File: config.mk
export PLATFORM = sky130hd
export DESIGN_NAME = pwm_multi_ch
export DESIGN_NICKNAME = d
export VERILOG_FILES = /design/src/rtl/pwm_multi_ch.sv
export SDC_FILE = /design/constraint.sdc
export NUM_CORES = 1
export LEC_CHECK = 0
export CAP_MARGIN = 20
export CORE_MARGIN = 2
export CORE_UTILIZATION = 33
export CTS_CLUSTER_DIAMETER = 80
export DETAILED_ROUTE_END_ITERATION = 6
export HOLD_SLACK_MARGIN = 0.05
export PLACE_DENSITY_LB_ADDON = 0.12
export SYNTH_ARGS = -nofsm -noshare
export SYNTH_HDL_FRONTEND = slang
export SYNTH_SLANG_ARGS = --single-unit
File: constraint.sdc
create_clock -name clk -period 9.57 [get_ports clk]
set_input_delay 1.914 -clock clk [delete_from_list [all_inputs] [get_ports clk]]
set_output_delay 1.914 -clock clk [all_outputs]
set_load 0.02 [all_outputs]
File: src/rtl/pwm_multi_ch.sv
// Multi-channel PWM generator with programmable period, prescaler and
// double-buffered duty registers that commit only at period boundaries.
module pwm_multi_ch #(
   parameter int CH     = 8,
   parameter int DWIDTH = 8,
   parameter int PSC_W  = 8,
   localparam int LCW   = (CH > 1) ? $clog2(CH) : 1
) (
   input  logic              clk,
   input  logic              rst_n,
   input  logic              start,
   input  logic              stop,
   input  logic              continuous,
   input  logic [DWIDTH-1:0] period,
   input  logic [PSC_W-1:0]  prescale,
   input  logic [CH-1:0]     invert,
   input  logic              load_valid,
   output logic              load_ready,
   input  logic [LCW-1:0]    load_ch,
   input  logic [DWIDTH-1:0] load_duty,
   output logic [CH-1:0]     out,
   output logic              busy,
   output logic              period_tick
);

   localparam logic [1:0] IDLE     = 2'd0;
   localparam logic [1:0] RUN      = 2'd1;
   localparam logic [1:0] STOPPING = 2'd2;
   localparam logic [LCW:0] CH_L   = (LCW + 1)'(CH);

   logic [1:0]        state_q, state_d;
   logic [DWIDTH-1:0] cnt_q, cnt_d;
   logic [DWIDTH-1:0] period_q, period_d;
   logic [PSC_W-1:0]  psc_q, psc_d;
   logic [PSC_W-1:0]  prescale_q, prescale_d;
   logic              cont_q, cont_d;
   logic              busy_q, busy_d;
   logic [CH-1:0]     out_q, out_d;
   logic [DWIDTH-1:0] shadow_q [CH];
   logic [DWIDTH-1:0] shadow_d [CH];
   logic [DWIDTH-1:0] active_q [CH];
   logic [DWIDTH-1:0] active_d [CH];

   logic wr_ok_s;
   logic tick_s;
   logic boundary_s;
   logic commit_s;

   assign wr_ok_s    = load_valid && ({1'b0, load_ch} < CH_L);
   assign tick_s     = busy_q && (psc_q == prescale_q);
   assign boundary_s = tick_s && (cnt_q == period_q);

   assign load_ready  = 1'b1;
   assign out         = out_q;
   assign busy        = busy_q;
   assign period_tick = boundary_s;

   // Next-state logic: FSM, prescaler, counter, duty buffering and outputs
   always_comb begin
      state_d    = state_q;
      cnt_d      = cnt_q;
      psc_d      = psc_q;
      period_d   = period_q;
      prescale_d = prescale_q;
      cont_d     = cont_q;
      shadow_d   = shadow_q;
      active_d   = active_q;
      commit_s   = 1'b0;

      if (wr_ok_s) begin
         shadow_d[load_ch] = load_duty;
      end else begin
         shadow_d = shadow_q;
      end

      case (state_q)
         IDLE: begin
            if (start) begin
               state_d    = RUN;
               cnt_d      = '0;
               psc_d      = '0;
               period_d   = period;
               prescale_d = prescale;
               cont_d     = continuous;
               commit_s   = 1'b1;
            end else begin
               psc_d = '0;
            end
         end
         RUN, STOPPING: begin
            psc_d = tick_s ? '0 : psc_q + 1'b1;
            if (state_q == RUN && stop) begin
               state_d = STOPPING;
            end else begin
               state_d = state_q;
            end
            // A stop on the boundary cycle still lets one more period run.
            if (boundary_s) begin
               cnt_d = '0;
               if (state_q == STOPPING || !cont_q) begin
                  state_d = IDLE;
               end else begin
                  period_d = period;
                  commit_s = 1'b1;
               end
            end else if (tick_s) begin
               cnt_d = cnt_q + 1'b1;
            end else begin
               cnt_d = cnt_q;
            end
         end
         default: begin
            state_d = IDLE;
         end
      endcase

      if (commit_s) begin
         active_d = shadow_d;
      end else begin
         active_d = active_q;
      end

      busy_d = (state_d != IDLE);
      for (int i = 0; i < CH; i++) begin
         if (busy_d) begin
            out_d[i] = (cnt_d < active_d[i]) ^ invert[i];
         end else begin
            out_d[i] = invert[i];
         end
      end
   end

   // State registers with asynchronous reset
   always_ff @(posedge clk or negedge rst_n) begin
      if (!rst_n) begin
         state_q    <= IDLE;
         cnt_q      <= '0;
         psc_q      <= '0;
         period_q   <= '0;
         prescale_q <= '0;
         cont_q     <= 1'b0;
         busy_q     <= 1'b0;
         out_q      <= '0;
         for (int i = 0; i < CH; i++) begin
            shadow_q[i] <= '0;
            active_q[i] <= '0;
         end
      end else begin
         state_q    <= state_d;
         cnt_q      <= cnt_d;
         psc_q      <= psc_d;
         period_q   <= period_d;
         prescale_q <= prescale_d;
         cont_q     <= cont_d;
         busy_q     <= busy_d;
         out_q      <= out_d;
         shadow_q   <= shadow_d;
         active_q   <= active_d;
      end
   end

endmodule

After elaboration in Yosys (flattened, before gate mapping)
Cells that the tools add are included.
- flip-flop bits (word level): 172
- input bits: 41
- output and inout port bits: 11
- word-level logic and storage cells: 96
- $add $sub $neg: 2
- $lt $le $gt $ge: 10
- equality and inequality tests: 7
- muxes and demuxes: 32
- bitwise operators: 9
- reductions and logical operators: 12
- operators by type and width (operator ; number):
    64-bit 2-to-1 mux ; 2
    64-bit bitwise mux ; 1
    8-bit < comparator ; 8
    8-bit 2-to-1 mux ; 8
    8-bit one-hot mux with 2 select lines ; 3
    8-bit demux with 3-bit select ; 1
    8-bit by 1-bit adder with 8-bit output, second input constant ; 2
    8-bit == test ; 2
    1-bit 2-to-1 mux ; 11
    2-bit 2-to-1 mux ; 4
    1-bit bitwise XOR ; 8
    2-bit inequality test, second input constant ; 3
    4-bit >= comparator, second input constant ; 1
    1-bit logical AND ; 4
    4-bit by 1-bit < comparator with 1-bit output, second input constant ; 1
    3-bit NOT with 4-bit output ; 1
    2-bit one-hot mux with 2 select lines ; 1
    4-bit AND reduction ; 1
    2-bit nonzero test ; 2
    2-bit by 1-bit == test with 1-bit output, second input constant ; 1
    2-bit == test, second input constant ; 1
    2-bit logical NOT ; 1
    1-bit one-hot mux with 2 select lines ; 1
    2-bit AND reduction ; 1
    3 further kinds ; 3

Longest topological paths before layout
Gate-level depths: netlist of run 1.
- word-level depth: 11
- gate-level depth with buffers: 18
- gate-level depth less buffers: 15

Worst setup path after synthesis of run 1
No wires, ideal clock.
- kind: input-to-reg
- start point: in load_ch[0]
- end point: reg out_q[2] (netlist: out[2])
- setup time: 129 ps
- arrival time: 4858 ps
- data required time: 9441 ps
- slack: 4583 ps
- stages on the path: 12
- path buffers: 1
- cells stage by stage: clkbuf_1 -> nand2b_1 -> nor3b_2 -> mux2_2 -> a211o_1 -> o21ai_0 -> ha_1 -> a21o_1 -> a21o_1 -> a221oi_1 -> o311ai_1 -> a2111o_1
- RTL lines (what ; line ; source):
    start: declaration ; 19 ; input logic [LCW-1:0] load_ch,
    end signal: assignment ; 156 ; out_q <= out_d;
    end: declaration ; 38 ; logic [CH-1:0] out_q, out_d;

Worst setup path in the final report of run 1
- start point: reg psc_q[0]
- end point: reg out_q[1] (netlist: out[1])
- cells in the longest elaborated chain, start to end: 9
- elaborated cells on any way between the ends: 15
- those cells by class: order compare: 1; eq/ne: 1; mux: 9; bitwise: 1; reduce/logical: 3
- RTL lines (what ; line ; source):
    start: declaration ; 34 ; logic [PSC_W-1:0] psc_q, psc_d;
    start signal: assignment ; 151 ; psc_q <= psc_d;
    8-bit == test * ; 50 ; assign tick_s = busy_q && (psc_q == prescale_q);
    1-bit logical AND * ; 50 ;
    1-bit logical AND ; 51 ; assign boundary_s = tick_s && (cnt_q == period_q);
    1-bit 2-to-1 mux ; 98 ; if (boundary_s) begin
    1-bit one-hot mux with 2 select lines ; 76 ; case (state_q)
    64-bit 2-to-1 mux ; 117 ; if (commit_s) begin
    8-bit < comparator ; 126 ; out_d[i] = (cnt_d < active_d[i]) ^ invert[i];
    1-bit bitwise XOR ; 126 ;
    1-bit 2-to-1 mux * ; 125 ; if (busy_d) begin
    named net out_d[1] ; 38 ;
Mark *: on every way through the listed nets, which the timed path passes. The rest lies on a longest branch.
A chain may end at the register's enable or synchronous reset.

==> results.txt, run 1 <==
global-route wire length before repair: 38.5 mm
Yosys top cell area share: 47.1%
Yosys reg bits: 172
PortBufs: 50
clk sinks: 172
kind of critical path: flip-flop to flip-flop
fmax: 0.181 GHz
DP Worst Slack: 3.65 ns
nets: 938
CTS resizes: 0
PwrDens: 267 mW/mm^2
Die H: 170 um
average size of a mapped cell: 11.4 um^2
grt total ovfl: 0
H-Tree Level Count: 4
Wirelength per Cell: 19.9 um
setup bufs post-CTS: 0
TritonCTS clock tree: built
status: completed
CP max FO: 97
vias per inst: 5.42
antenna violations before repair: 0
Crit path arrival time: 5.85 ns
vias: 6614
area of the mapped netlist: 0.00914 mm^2
CORE AREA: 0.0271 mm^2
Hold WS: 0.486 ns
First-pass DRT Iterations: 5
Area contributors post-synth: dfrtp_1 (47%), mux2_2 (11%), ha_1 (8.5%)
num rows: 60
die extent in x: 170 um
Residual DRC: 0
Antenna diodes: 0
layout cells sized above 1: 17.5%
count leader, synth: dfrtp_1
vias in the first global route: 6820
met2 WL: 11.2 mm
largest net degree at the start of global routing: 98
ys flop type: dfrtp_1
post-route setup slack: 4.04 ns
syn_nets: 904
setup TNS: 0 ns
Initial Utilization: 33.7%
Max-slew headroom: 23.9%
Commonest cells post-synth: dfrtp_1 (172), mux2_2 (86), o21ai_0 (80)
clk buf depth: 2
CP Capture Type: flip-flop
worst vdd ir: 0.000140 V
Synth Warn #: 0
Max-Cap Viols: 0
ANT nets after route: 0
clk_skew: 0.0109 ns
Seq/Total Area, Yosys: 47.1%
fillers: 2621
post-synthesis cell type count: 51
Total GRT Usage: 17.5%
Post-DP HPWL: 15.3 mm
clock root buffer: clkbuf_16
worst slew pin tran: 1.14 ns
Yosys top cell by area: dfrtp_1
top sig layer: met4
Clock Latency Late Sink: 0.43 ns
GPL Wtd Cong: 0.789
DRT Wirelength: 24.3 mm
M1 WL: 12.0 mm
Final Hold Violating Endpoints: 0
Hold-fix buffers, CTS: 0
Leak Pwr: 4.59 nW
Async SR Flop Fraction: 100%
DRT iter0 DRCs: 312
worst hold-check path type: flip-flop to flip-flop
Synth Instances: 801
Pwr Total: 2.82 mW
Layout area overhead: 15.9%
unrepaired setup endpoints after global routing: no
clk slew on worst S/H paths: 0.07 ns
Num CTS Buffers: 17
die footprint: 0.0291 mm^2
Worst Path Required: 9.88 ns
io pins: 52
cell count after placement: 1187
min cycle time layout: 5.53 ns
Finished Layout Cells: 1220
Post-synth EDFFs: 0
Period Utilization, post-route: 57.8%
Final Max Slew Viols: 0
Worst setup SP type: flip-flop
final setup fails: 0
met3 routed WL: 828 um
-- per-stage QoR --
step	util [%]	area, um^2
floorplan	-	9140
global placement	37.1	10000
detailed placement	37.1	10000
CTS	39.1	10600
global route	39.1	10600
finish	39.1	10600
-- path summary, 6_finish.rpt --
check	from	cells past startpoint	slack [ns]	to
min in group asynchronous	rst_n	1	1.52	period_q[0]
max	psc_q[0]	12	4.04	out[1]
min reg2reg	active_q[51]	1	0.49	active_q[51]
min	active_q[51]	1	0.49	active_q[51]
max reg2reg	psc_q[0]	12	4.04	out[1]
max in group asynchronous	rst_n	2	6.85	shadow_q[11]
-- cells by family after synthesis --
family	after synthesis	share of synthesized area, %
buf+inv	62	2.96
flops	172	47.1
fa+ha+maj	62	8.48
xor+xnor	19	1.82
mux	89	11.0
simple gates	124	7.55
compound gates	272	21.1
other cells	1	0.0410
-- placed cells by master (no fill, tap or decap), types with 4 or more instances in the layout --
cell type,count
nor3_1,12
o21a_1,56
a211o_1,56
xor2_1,18
o21ai_0,78
clkbuf_16,17
nand4_1,4
a21o_1,17
nor2_1,30
and4_1,16
a221oi_1,8
mux2_2,86
nand2_1,29
ha_1,61
a21oi_1,12
inv_6,6
nand4b_1,4
dfrtp_1,172
clkdlybuf4s50_1,49
nand3_1,8
buf_4,13
o311ai_1,8
nand2b_1,6
a2111o_1,8
a31oi_1,12
inv_1,14
-- flip-flops by register name, indices dropped and copies added, names as in the netlist --
register	flops
active_q	64
shadow_q	64
cnt_q	8
out	8
period_q	8
prescale_q	8
psc_q	8
state_q	2
busy	1
cont_q	1
-- layout make-up --
type	instances	area [um^2]	share of cell area, %
clock buffers	18	429	4.05
multi-input cells	567	4630	43.7
flip-flops and latches	172	4300	40.6
inverters	14	52.6	0.496
repair buffers	63	599	5.66
well taps	372	465	4.39
clock inverters	14	111	1.05
-- critical path, stage by stage, from the launching register on --
cell and delay, ns:
dfrtp_1 0.48, xor2_1 0.19, nor4_2 0.37, nand4_2 0.77
o22ai_4 0.80, buf_4 0.83, o21ai_0 0.20, ha_1 0.34
a21o_1 0.15, a21o_1 0.17, a221oi_1 0.30, o311ai_1 0.22
a2111o_1 0.49
-- routing by layer --
layer | up-vias | global-route usage (%)
met5 | - | 0
met4 | 0 | 4.05
met3 | 22 | 3.16
met2 | 127 | 28.2
met1 | 3366 | 24.5
li1 | 3099 | -
-- report_power, final --
group / leakage (nW) / switching (mW) / internal [mW]
clock: 0.258 / 0.314 / 0.337
sequential: 2.05 / 0.120 / 0.989
combinational: 2.28 / 0.571 / 0.492
total: 4.59 / 1.01 / 1.82
(Power assumes the default switching activity.)
==> inputs of run 2 (changes only) <==
clock period = 4.9 ns   (was 9.57 ns; I/O delays follow)
==> run 2 against run 1 <==
Clock skew rose by 0.0038 ns. Hold slack lost 0.00080 ns. Wire length down 1.3%. Final cell count up 1.3%. Global-route usage down 0.25 points. Count of clock-buffer cells in the layout did not move. Die area is the same. First-iteration DRC count up 13%. Sequential cell count is the same. Design area increased by 1.7%. Sequential share of layout area fell by 0.69 points. Sequential power rose by 95%.
==> results.txt, run 2 (synthesis gave the netlist of run 1 again) <==
status: completed
ANT nets after route: 0
Residual DRC: 0
fmax: 0.224 GHz
GPL Wtd Cong: 0.786
Leak Pwr: 4.69 nW
worst vdd ir: 0.000206 V
vias in the first global route: 6688
most frequent cells in the layout: dfrtp_1 (172), mux2_2 (86), o21ai_0 (80)
Post-DP HPWL: 15.5 mm
antenna violations before repair: 0
unrepaired setup endpoints after global routing: no
Total GRT Usage: 17.3%
die footprint: 0.0291 mm^2
H-Tree Level Count: 4
crit path max-delay cell type: nor4_1
CP Capture Type: flip-flop
Clock Latency Late Sink: 0.43 ns
Max-Cap Viols: 0
CTS resizes: 0
First-pass DRT Iterations: 5
Period Utilization, post-route: 91.3%
grt total ovfl: 0
clock root buffer: clkbuf_16
crit-path max cell delay: 0.53 ns
vias: 6675
Final Max Slew Viols: 0
Worst Path Required: 5.20 ns
clk buf depth: 2
TritonCTS clock tree: built
clk_skew: 0.0148 ns
global-route wire length before repair: 38.2 mm
Final Hold Violating Endpoints: 0
most common cell after layout, fill and taps aside: dfrtp_1
vias per inst: 5.40
Finished Core Util: 39.8%
Die H: 170 um
Num CTS Buffers: 17
DP Worst Slack: 0.309 ns
PwrDens: 518 mW/mm^2
Crit path arrival time: 4.77 ns
largest net degree at the start of global routing: 99
kind of critical path: flip-flop to flip-flop
PortBufs: 50
clk slew on worst S/H paths: 0.07 ns
CORE AREA: 0.0271 mm^2
clk sinks: 172
worst hold-check path type: flip-flop to flip-flop
Top delay family on crit path: compound AO/OA/AOI/OAI gates
CP max FO: 57
worst slew pin tran: 1.10 ns
num rows: 60
post-route setup slack: 0.426 ns
layout cells sized above 1: 18.9%
Worst setup SP type: flip-flop
Layout area overhead: 17.9%
min cycle time layout: 4.47 ns
crit-path most repeated cell: a21o_1
setup bufs post-CTS: 0
Max-slew headroom: 26.4%
nets: 954
io pins: 52
final setup fails: 0
die extent in x: 170 um
Worst Path Buf+Inv: 1
setup TNS: 0 ns
Antenna diodes: 0
DRT iter0 DRCs: 354
Wirelength per Cell: 19.4 um
Initial Utilization: 33.7%
sequence of cells on the critical path: xor2_1, nor4_1, nand2_1, nor2_1, nand2_2, buf_12, a211o_1, o21ai_0, ha_1, a21o_1, a21o_1, a221oi_1, o311ai_1, a2111o_1
DRT Wirelength: 23.9 mm
biggest regs: active_q x64, shadow_q x64
Hold-fix buffers, CTS: 0
==> run 2: cell types whose count changed in the layout (fill, tap and decap cells not counted), moves of 2 or more <==
cell	previous run	this run
o21ai_0	78	80
clkinv_4	3	5
inv_6	6	3
buf_12	0	3
o21ai_1	3	1
buf_4	13	25
==> run 2: final cells by class <==
cell class / instances / area, um^2
fillers: 2599 / 16300
flip-flops and latches: 172 / 4300
well taps: 372 / 465
repair buffers: 79 / 761
clock inverters: 14 / 139
inverters: 14 / 52.6
multi-input cells: 567 / 4630
clock buffers: 18 / 429
==> run 2: per-layer routing <==
layer | track usage, % | routed length [um]
met1 | 24.6 | 12100
met5 | 0 | 0
met3 | 2.19 | 567
met4 | 4.24 | 216
met2 | 27.9 | 11000
==> run 2: final timing paths <==
path	to	cells past startpoint	start	slack [ns]
hold / removal	active_q[60]	1	active_q[60]	0.49
setup / recovery	out[0]	14	cnt_q[4]	0.43
min in group asynchronous	active_q[10]	1	rst_n	0.63
hold reg to reg	active_q[60]	1	active_q[60]	0.49
max in group asynchronous	active_q[36]	2	rst_n	3.09
setup reg to reg	out[0]	14	cnt_q[4]	0.43
==> run 2: where the power goes <==
group,internal (mW),switching [mW],total [mW]
Combinational,0.992,1.11,2.10
Sequential,1.93,0.226,2.16
Clock,0.711,0.609,1.32
Total,3.63,1.95,5.58
==> run 2: stage by stage <==
step | total power [mW] | instance area, um^2 | std cells | hold slack, ns
final | 5.58 | 10800 | 1236 | 0.486
after global routing | 5.99 | 10800 | 1236 | 0.499
after CTS | 5.64 | 10800 | 1236 | 0.489
after detailed placement | 4.30 | 10200 | 1204 | 0.474
after global placement | 4.23 | 10200 | 1203 | 0.469
after floorplan | 3.67 | 9140 | 801 | 0.459
